`src/rtl/mem_arb_pkg.sv`:
```
// Shared types and constants for the
// core/debug unified-memory arbiter.
package mem_arb_pkg;

  typedef enum logic [1:0] {
    ST_IDLE = 2'd0,
    ST_CORE = 2'd1,
    ST_DBG  = 2'd2
  } arb_state_t;

  localparam logic OWN_CORE = 1'b0;
  localparam logic OWN_DBG  = 1'b1;

  localparam int unsigned TIMEOUT_DEF = 255;

endpackage

```
`src/rtl/mem_arb_watchdog.sv`:
```
// Transfer watchdog: counts stalled cycles
// and flags the cycle that reaches the limit.
module mem_arb_watchdog
  import mem_arb_pkg::*;
#(
  parameter int unsigned TIMEOUT = TIMEOUT_DEF
) (
  input  logic clk,
  input  logic rst_n,
  input  logic clr,
  input  logic run,
  output logic expired
);

  localparam int CW = $clog2(TIMEOUT + 1);
  localparam logic [CW-1:0] LAST =
    CW'(TIMEOUT - 1);

  logic [CW-1:0] cnt;

  // clear on grant, count each stalled cycle
  always_ff @(posedge clk or negedge rst_n) begin
    if (!rst_n) begin
      cnt <= '0;
    end else if (clr) begin
      cnt <= '0;
    end else if (run) begin
      cnt <= cnt + CW'(1);
    end
  end

  assign expired = run && (cnt == LAST);

endmodule

```
`src/rtl/mem_arbiter.sv`:
```
// Round-robin arbiter between core and debug
// loader for one unified-memory port.
module mem_arbiter
  import mem_arb_pkg::*;
#(
  parameter int unsigned ADDR_W  = 32,
  parameter int unsigned DATA_W  = 32,
  parameter int unsigned TIMEOUT = TIMEOUT_DEF
) (
  input  logic              clk,
  input  logic              rst_n,
  input  logic              c_req,
  input  logic              c_we,
  input  logic [ADDR_W-1:0] c_addr,
  input  logic [DATA_W-1:0] c_wdata,
  output logic              c_ack,
  output logic [DATA_W-1:0] c_rdata,
  output logic              c_err,
  input  logic              d_req,
  input  logic              d_we,
  input  logic [ADDR_W-1:0] d_addr,
  input  logic [DATA_W-1:0] d_wdata,
  output logic              d_ack,
  output logic [DATA_W-1:0] d_rdata,
  output logic              d_err,
  output logic              m_req,
  output logic              m_we,
  output logic [ADDR_W-1:0] m_addr,
  output logic [DATA_W-1:0] m_wdata,
  input  logic              m_ack,
  input  logic [DATA_W-1:0] m_rdata,
  output logic              busy,
  output logic              owner
);

  arb_state_t state_q;
  arb_state_t state_d;
  logic       last_q;
  logic       last_d;

  logic [ADDR_W-1:0] addr_q;
  logic              we_q;
  logic [DATA_W-1:0] wdata_q;

  logic gnt_c;
  logic gnt_d;
  logic in_xfer;
  logic run;
  logic expired;
  logic done;
  logic is_core;
  logic is_dbg;

  assign in_xfer = (state_q != ST_IDLE);
  assign is_core = (state_q == ST_CORE);
  assign is_dbg  = (state_q == ST_DBG);
  assign run     = in_xfer && !m_ack;
  assign done    = m_ack || expired;

  // arbitration and next-state selection
  always_comb begin
    state_d = state_q;
    last_d  = last_q;
    gnt_c   = 1'b0;
    gnt_d   = 1'b0;
    unique case (state_q)
      ST_IDLE: begin
        unique case (1'b1)
          (c_req && d_req): begin
            if (last_q == OWN_DBG) begin
              gnt_c = 1'b1;
            end else begin
              gnt_d = 1'b1;
            end
          end
          (c_req && !d_req): gnt_c = 1'b1;
          (!c_req && d_req): gnt_d = 1'b1;
          default: ;
        endcase
        if (gnt_c) begin
          state_d = ST_CORE;
        end else if (gnt_d) begin
          state_d = ST_DBG;
        end
      end
      ST_CORE: begin
        if (done) begin
          state_d = ST_IDLE;
          last_d  = OWN_CORE;
        end
      end
      ST_DBG: begin
        if (done) begin
          state_d = ST_IDLE;
          last_d  = OWN_DBG;
        end
      end
      default: state_d = ST_IDLE;
    endcase
  end

  // state and round-robin history
  always_ff @(posedge clk or negedge rst_n) begin
    if (!rst_n) begin
      state_q <= ST_IDLE;
      last_q  <= OWN_DBG;
    end else begin
      state_q <= state_d;
      last_q  <= last_d;
    end
  end

  // capture the winner's request at grant
  always_ff @(posedge clk or negedge rst_n) begin
    if (!rst_n) begin
      addr_q  <= '0;
      we_q    <= 1'b0;
      wdata_q <= '0;
    end else if (gnt_c) begin
      addr_q  <= c_addr;
      we_q    <= c_we;
      wdata_q <= c_wdata;
    end else if (gnt_d) begin
      addr_q  <= d_addr;
      we_q    <= d_we;
      wdata_q <= d_wdata;
    end
  end

  mem_arb_watchdog #(
    .TIMEOUT (TIMEOUT)
  ) u_wdog (
    .clk     (clk),
    .rst_n   (rst_n),
    .clr     (gnt_c || gnt_d),
    .run     (run),
    .expired (expired)
  );

  assign m_req   = in_xfer;
  assign m_we    = we_q;
  assign m_addr  = addr_q;
  assign m_wdata = wdata_q;

  assign busy  = in_xfer;
  assign owner = is_dbg;

  // a real ack wins over a same-cycle expiry
  assign c_ack   = is_core && done;
  assign c_err   = is_core && expired;
  assign c_rdata = (is_core && m_ack) ? m_rdata : '0;

  assign d_ack   = is_dbg && done;
  assign d_err   = is_dbg && expired;
  assign d_rdata = (is_dbg && m_ack) ? m_rdata : '0;

endmodule

```
`config.mk`:
```
export PLATFORM = sky130hd
export DESIGN_NAME = mem_arbiter
export DESIGN_NICKNAME = d
export VERILOG_FILES = /design/src/rtl/mem_arb_pkg.sv /design/src/rtl/mem_arb_watchdog.sv /design/src/rtl/mem_arbiter.sv
export SDC_FILE = /design/constraint.sdc
export NUM_CORES = 1
export LEC_CHECK = 0
export ABC_CLOCK_PERIOD_IN_PS = 3380
export BUFFER_PORTS_ARGS = -buffer_cell sky130_fd_sc_hd__buf_2
export CAP_MARGIN = 20
export CORE_MARGIN = 4
export CORE_UTILIZATION = 34
export DETAILED_ROUTE_END_ITERATION = 12
export PLACE_DENSITY = 0.78
export SETUP_SLACK_MARGIN = 0.3
export SKIP_LAST_GASP = 1
export SLEW_MARGIN = 30
export SYNTH_ARGS = -nofsm -noshare
export SYNTH_HDL_FRONTEND = slang
export SYNTH_SLANG_ARGS = --single-unit
```
`constraint.sdc`:
```
create_clock -name clk -period 3.38 [get_ports clk]
set_input_delay 0.338 -clock clk [delete_from_list [all_inputs] [get_ports clk]]
set_output_delay 0.338 -clock clk [all_outputs]
set_load 0.1 [all_outputs]
```
* After elaboration in Yosys (flattened, before gate mapping)
Cells that the tools add are included.
** Word-level totals
- Output and inout bits :: 136
- Logic and storage cells :: 63
- Register bits :: 76
- Input bits :: 167
** Operators by class
- Mux-type cells :: 25
- $add $sub $neg :: 1
- Reduce and logical (&&, ||, !) cells :: 24
- Eq/ne operators :: 7
** Operators with widths (count)
- 32-bit 2-to-1 mux :: 6
- 8-bit 2-to-1 mux :: 2
- 1-bit logical AND :: 11
- 1-bit 2-to-1 mux :: 10
- 8-bit by 1-bit adder with 8-bit output, second input constant :: 1
- 8-bit == test, second input constant :: 1
- 2-bit nonzero test :: 4
- 2-bit 2-to-1 mux :: 3
- 1-bit one-hot mux with 2 select lines :: 3
- 2-bit inequality test, second input constant :: 2
- 2-bit one-hot mux with 2 select lines :: 1
- 1-bit logical NOT :: 3
- 3-bit inequality test, second input constant :: 1
- 3-bit AND reduction :: 1
- 2-bit by 1-bit == test with 1-bit output, second input constant :: 1
- 2-bit == test, second input constant :: 1
- 2-bit logical NOT :: 1
- 1-bit logical OR :: 2
- 2-bit by 1-bit inequality test with 1-bit output, second input constant :: 1
- 2-bit AND reduction :: 1
- 2-bit OR reduction :: 1

* Depth between registers and ports, before layout
- Depth in word-level cells :: 7
- Depth in mapped cells :: 8
- Gate-level depth less buffers :: 5

* Modules after synthesis
Synthesis repeated with hierarchy kept, for this count alone.
** Unflattened totals
- Cells, all modules :: 456
- Area, all modules :: 4633.2 um^2
** By module, submodules not included
- mem_arbiter :: instances 1, seq. area each 1702.9 um^2, area each 4221.5 um^2, cells each 415
- mem_arb_watchdog :: instances 1, seq. area each 200.2 um^2, area each 411.6 um^2, cells each 41

* Worst setup path before layout
No wires, ideal clock.
- Path type :: register to output
- Start point :: register state_q[0]
- End point :: output d_rdata[23]
- Required time :: 3.042 ns
- Path buffers :: 1
- Arrival :: 2.426 ns
- Stages on the path, launching flop included :: 5
- Setup slack :: 0.616 ns
- Path through :: dfrtp_1 > inv_1 > ha_1 > clkbuf_1 > and3_1
** Between the ends
- Longest elaborated chain between the ends :: 3
** RTL lines
- start, declared :: RTL line mem_arbiter.sv:36 : arb_state_t state_q;
- start signal, assigned :: RTL line mem_arbiter.sv:108 : state_q <= state_d;
- 2-bit == test :: RTL line mem_arbiter.sv:56 : assign is_dbg = (state_q == ST_DBG);
- named net owner :: RTL line mem_arbiter.sv:33 : output logic owner
- 1-bit logical AND :: RTL line mem_arbiter.sv:155 : assign d_rdata = (is_dbg && m_ack) ? m_rdata : '0;
- 32-bit 2-to-1 mux :: RTL line mem_arbiter.sv:155
- end, declared :: RTL line mem_arbiter.sv:24 : output logic [DATA_W-1:0] d_rdata,
The timed path passes the listed nets, and every way through them passes these cells.

* Worst setup path after layout
- Start point :: register state_q[0]
- End point :: output c_err
** Between the ends
- Longest elaborated chain between the ends :: 4
- Elaborated cells on any way between the ends :: 5
- Classes of those cells :: eq/ne (1); reduce/logical (4)
** RTL lines
- 2-bit nonzero test :: RTL line mem_arbiter.sv:54 : assign in_xfer = (state_q != ST_IDLE);
- 1-bit logical AND :: RTL line mem_arbiter.sv:57 : assign run = in_xfer && !m_ack;
- 1-bit logical AND :: RTL line mem_arb_watchdog.sv:32 : assign expired = run && (cnt == LAST);
- 1-bit logical AND (*) :: RTL line mem_arbiter.sv:150 : assign c_err = is_core && expired;
- end, declared :: RTL line mem_arbiter.sv:18 : output logic c_err,
Mark *: on every way between the ends. The rest lies on a longest branch, timed or not.

==> results by group <==
Run status
  • Status: completed

Final layout
  • Final Core Density: 49.7%
  • # fillers: 1293
  • Finished Layout Cells: 903
  • Layout cells sized above 1: a little under half
  • Nets: 894
  • Commonest cells after routing, fill and taps aside: buf_2 (301), dfrtp_1 (75)
  • Footprint of the multi-input gates: 2430 sq um
  • Layout area overhead: 43.6%
  • Most common cell after layout, fill and taps aside: buf_2
  • Register area: 1900 sq um
  • N_diodes: 0

Drt
  • DR vias: 4817
  • DRC: 0
  • DRT iter0 DRCs: 221
  • Total wire length: 15800 microns
  • DR pass1 iterations: 5
  • WL per Instance: 17.5 microns
  • Vias per cell: between 5 and 6
  • Antenna viol nets, final: 0

STA
  • Pins Over Slew Limit: 0
  • Max_slew headroom: 47.8%
  • Clk_skew: 0.0108 ns
  • Final Hold Vio Count: 0
  • Fmax: 0.352 GHz
  • Setup-failing EPs final: 0
  • Slew @ Worst Pin: 0.782 ns
  • RSZ-0062 raised after global routing: no
  • Final period utilization: 84.1%
  • Final min period: roughly 2.8 ns
  • Sum Neg Setup Slack: 0 ns

CTS
  • CTS tree: yes
  • CTS Buf Count: 9
  • Setup Fix Bufs, Post-CTS: 0
  • Cts-stage hold buffer count: 0
  • CTS H-tree depth: 3
  • CTS clk-pin slew, worst paths: 0.06 ns
  • Post-CTS Resized: 0
  • CTS Root Cell: clkbuf_16
  • Clock latency on the worst-skew pair: 0.33 ns
  • Worst-case clock buffer depth: 2
  • CTS Sinks: 76

Global route
  • Gr usage total: 18.9%
  • Pin count of the biggest net entering global routing: 72
  • First-pass GRT wire length: 23300 microns
  • Vias in the first global route: 4546
  • Number of antenna violations at the first check in global routing: 1
  • Total grt overflow: 0

Logic synthesis
  • Sequential share of the synthesized area: 41.5%
  • Cell Area, Synth: 4580 sq um
  • Syn Inst Count: 453
  • Number of synthesized register bits: between 70 and 80
  • Yosys warning count: 0
  • Cell variety after synth: 40
  • Mean Syn Cell Area: approximately 10 sq um
  • Mapped Nets: 625

Setup path
  • Startpoint types: register
  • Worst-path fanout max: 10
  • Worst Path Arrival: 2.50 ns
  • CP Capture Type: output port
  • Worst path required time: 3.04 ns
  • Setup CP Type: register to output port
  • Worst Reg2Reg Path Length in Cells: 6

Worst hold path
  • HP Class: input pin to register
  • Hold Path Cell Cnt: 2

Floorplanning
  • Die W: 124 microns
  • Ports: 303
  • Chip height: approximately 120 microns
  • Initial core utilization: 34.6%
  • Rows: between 40 and 50
  • Core box area: 13200 sq um
  • Die outline area: 15400 sq um

Place
  • I/O Buffers: 302
  • Final RePlAce weighted congestion: 0.796
  • Dpl hpwl: 11000 microns
  • Placed cells: 885

Job
  • Count of maximum capacitance violations: 0
==> Yosys cell counts <==
cell type,number,share of area [%]
inv_1,7,0.57
mux2i_1,1,0.22
a221o_1,1,0.22
buf_1,10,0.82
or3_1,3,0.41
and2_1,3,0.41
or2_4,1,0.19
o21ai_1,1,0.11
mux2_2,1,0.25
or3b_4,1,0.25
o41ai_1,1,0.19
nand4_1,1,0.14
o21ai_0,6,0.66
o311ai_0,1,0.19
a21o_1,1,0.16
buf_6,1,0.25
a21oi_1,3,0.33
nand2_1,6,0.49
buf_2,17,1.9
buf_4,3,0.49
nor2_1,2,0.16
or4_1,1,0.16
ha_1,5,1.4
nor3b_1,2,0.33
nor2b_1,2,0.27
o32ai_1,2,0.38
nor3_1,2,0.22
dfstp_2,1,0.57
dfrtp_1,75,41
o21bai_1,64,10
nand4bb_1,1,0.25
nand3_1,3,0.33
xnor2_1,1,0.19
o211ai_1,1,0.16
clkbuf_1,26,2.1
and3_1,64,8.7
nand3b_1,1,0.16
o21a_1,3,0.49
o2bb2ai_1,64,12
a22o_1,64,12
==> flip-flops by register name, indices dropped and copies added, names as in the netlist <==
name,flops
m_wdata,32
last_q,1
m_addr,32
u_wdog.cnt,8
m_we,1
state_q,2
==> per-stage QoR <==
step / area (sq um) / worst slack [ns] / hold WS (ns)
after CTS: 6540 / 0.528 / 0.149
after global routing: 6580 / 0.371 / 0.243
after global placement: 6200 / 0.918 / 0.481
after detailed placement: 6200 / 0.893 / 0.474
after floorplan: 4580 / 0.616 / 0.0424
final: 6580 / 0.538 / 0.242
==> path summary, 6_finish.rpt <==
check | from | end | slack (ns)
worst min register to register | u_wdog.cnt[7]$_DFFE_PN0P_ | u_wdog.cnt[7]$_DFFE_PN0P_ | 0.49
worst max-delay path | state_q[0]$_DFFE_PN0P_ | c_err | 0.54
max in group asynchronous | rst_n | u_wdog.cnt[5]$_DFFE_PN0P_ | 2.18
worst min-delay path | c_wdata[11] | m_wdata[11]$_DFFE_PN0N_ | 0.24
worst max register to register | state_q[0]$_DFFE_PN0P_ | m_wdata[27]$_DFFE_PN0N_ | 1.24
min in group asynchronous | rst_n | m_addr[26]$_DFFE_PN0N_ | 0.43
==> logic make-up after synthesis <==
group                      count (synthesis)  synth area share [%]
and+or+nand+nor                           93                  12.5
AOI/OAI and AO/OA                        212                  37.8
muxes                                      2                 0.464
adders and majority gates                  5                  1.37
xor gates and xnor gates                   1                 0.191
DFF                                       76                  41.5
buffers and inverters                     64                  6.12
==> critical path, stage by stage (launching register included) <==
cell	delay (ns)
dfrtp_1	0.37
inv_1	0.07
ha_1	0.34
or2_4	0.33
nor3_1	0.46
and2_1	0.20
buf_2	0.42
==> metal layers <==
| metal | vias up | part of all wire, % | GRT usage, % |
|---|---|---|---|
| met2 | 208 | 48 | 30.5 |
| met3 | 24 | 8.8 | 4.81 |
| met4 | 2 | 1.9 | 6.30 |
| li1 | 2295 | - | - |
| met1 | 2288 | 42 | 24.9 |
| met5 | - | 0.044 | 0 |
==> final cells by class <==
cell class              count  area share [%]
multi-input cells         313            36.9
well taps                 176            3.35
repair buffers            315            25.2
clock buffers              10            3.48
flip-flops and latches     76            28.9
clock inverters             6            1.71
inverters                   7           0.399
Power is not shown: default switching activity piles up to over one toggle a cycle in this logic, so the estimate is an artifact.
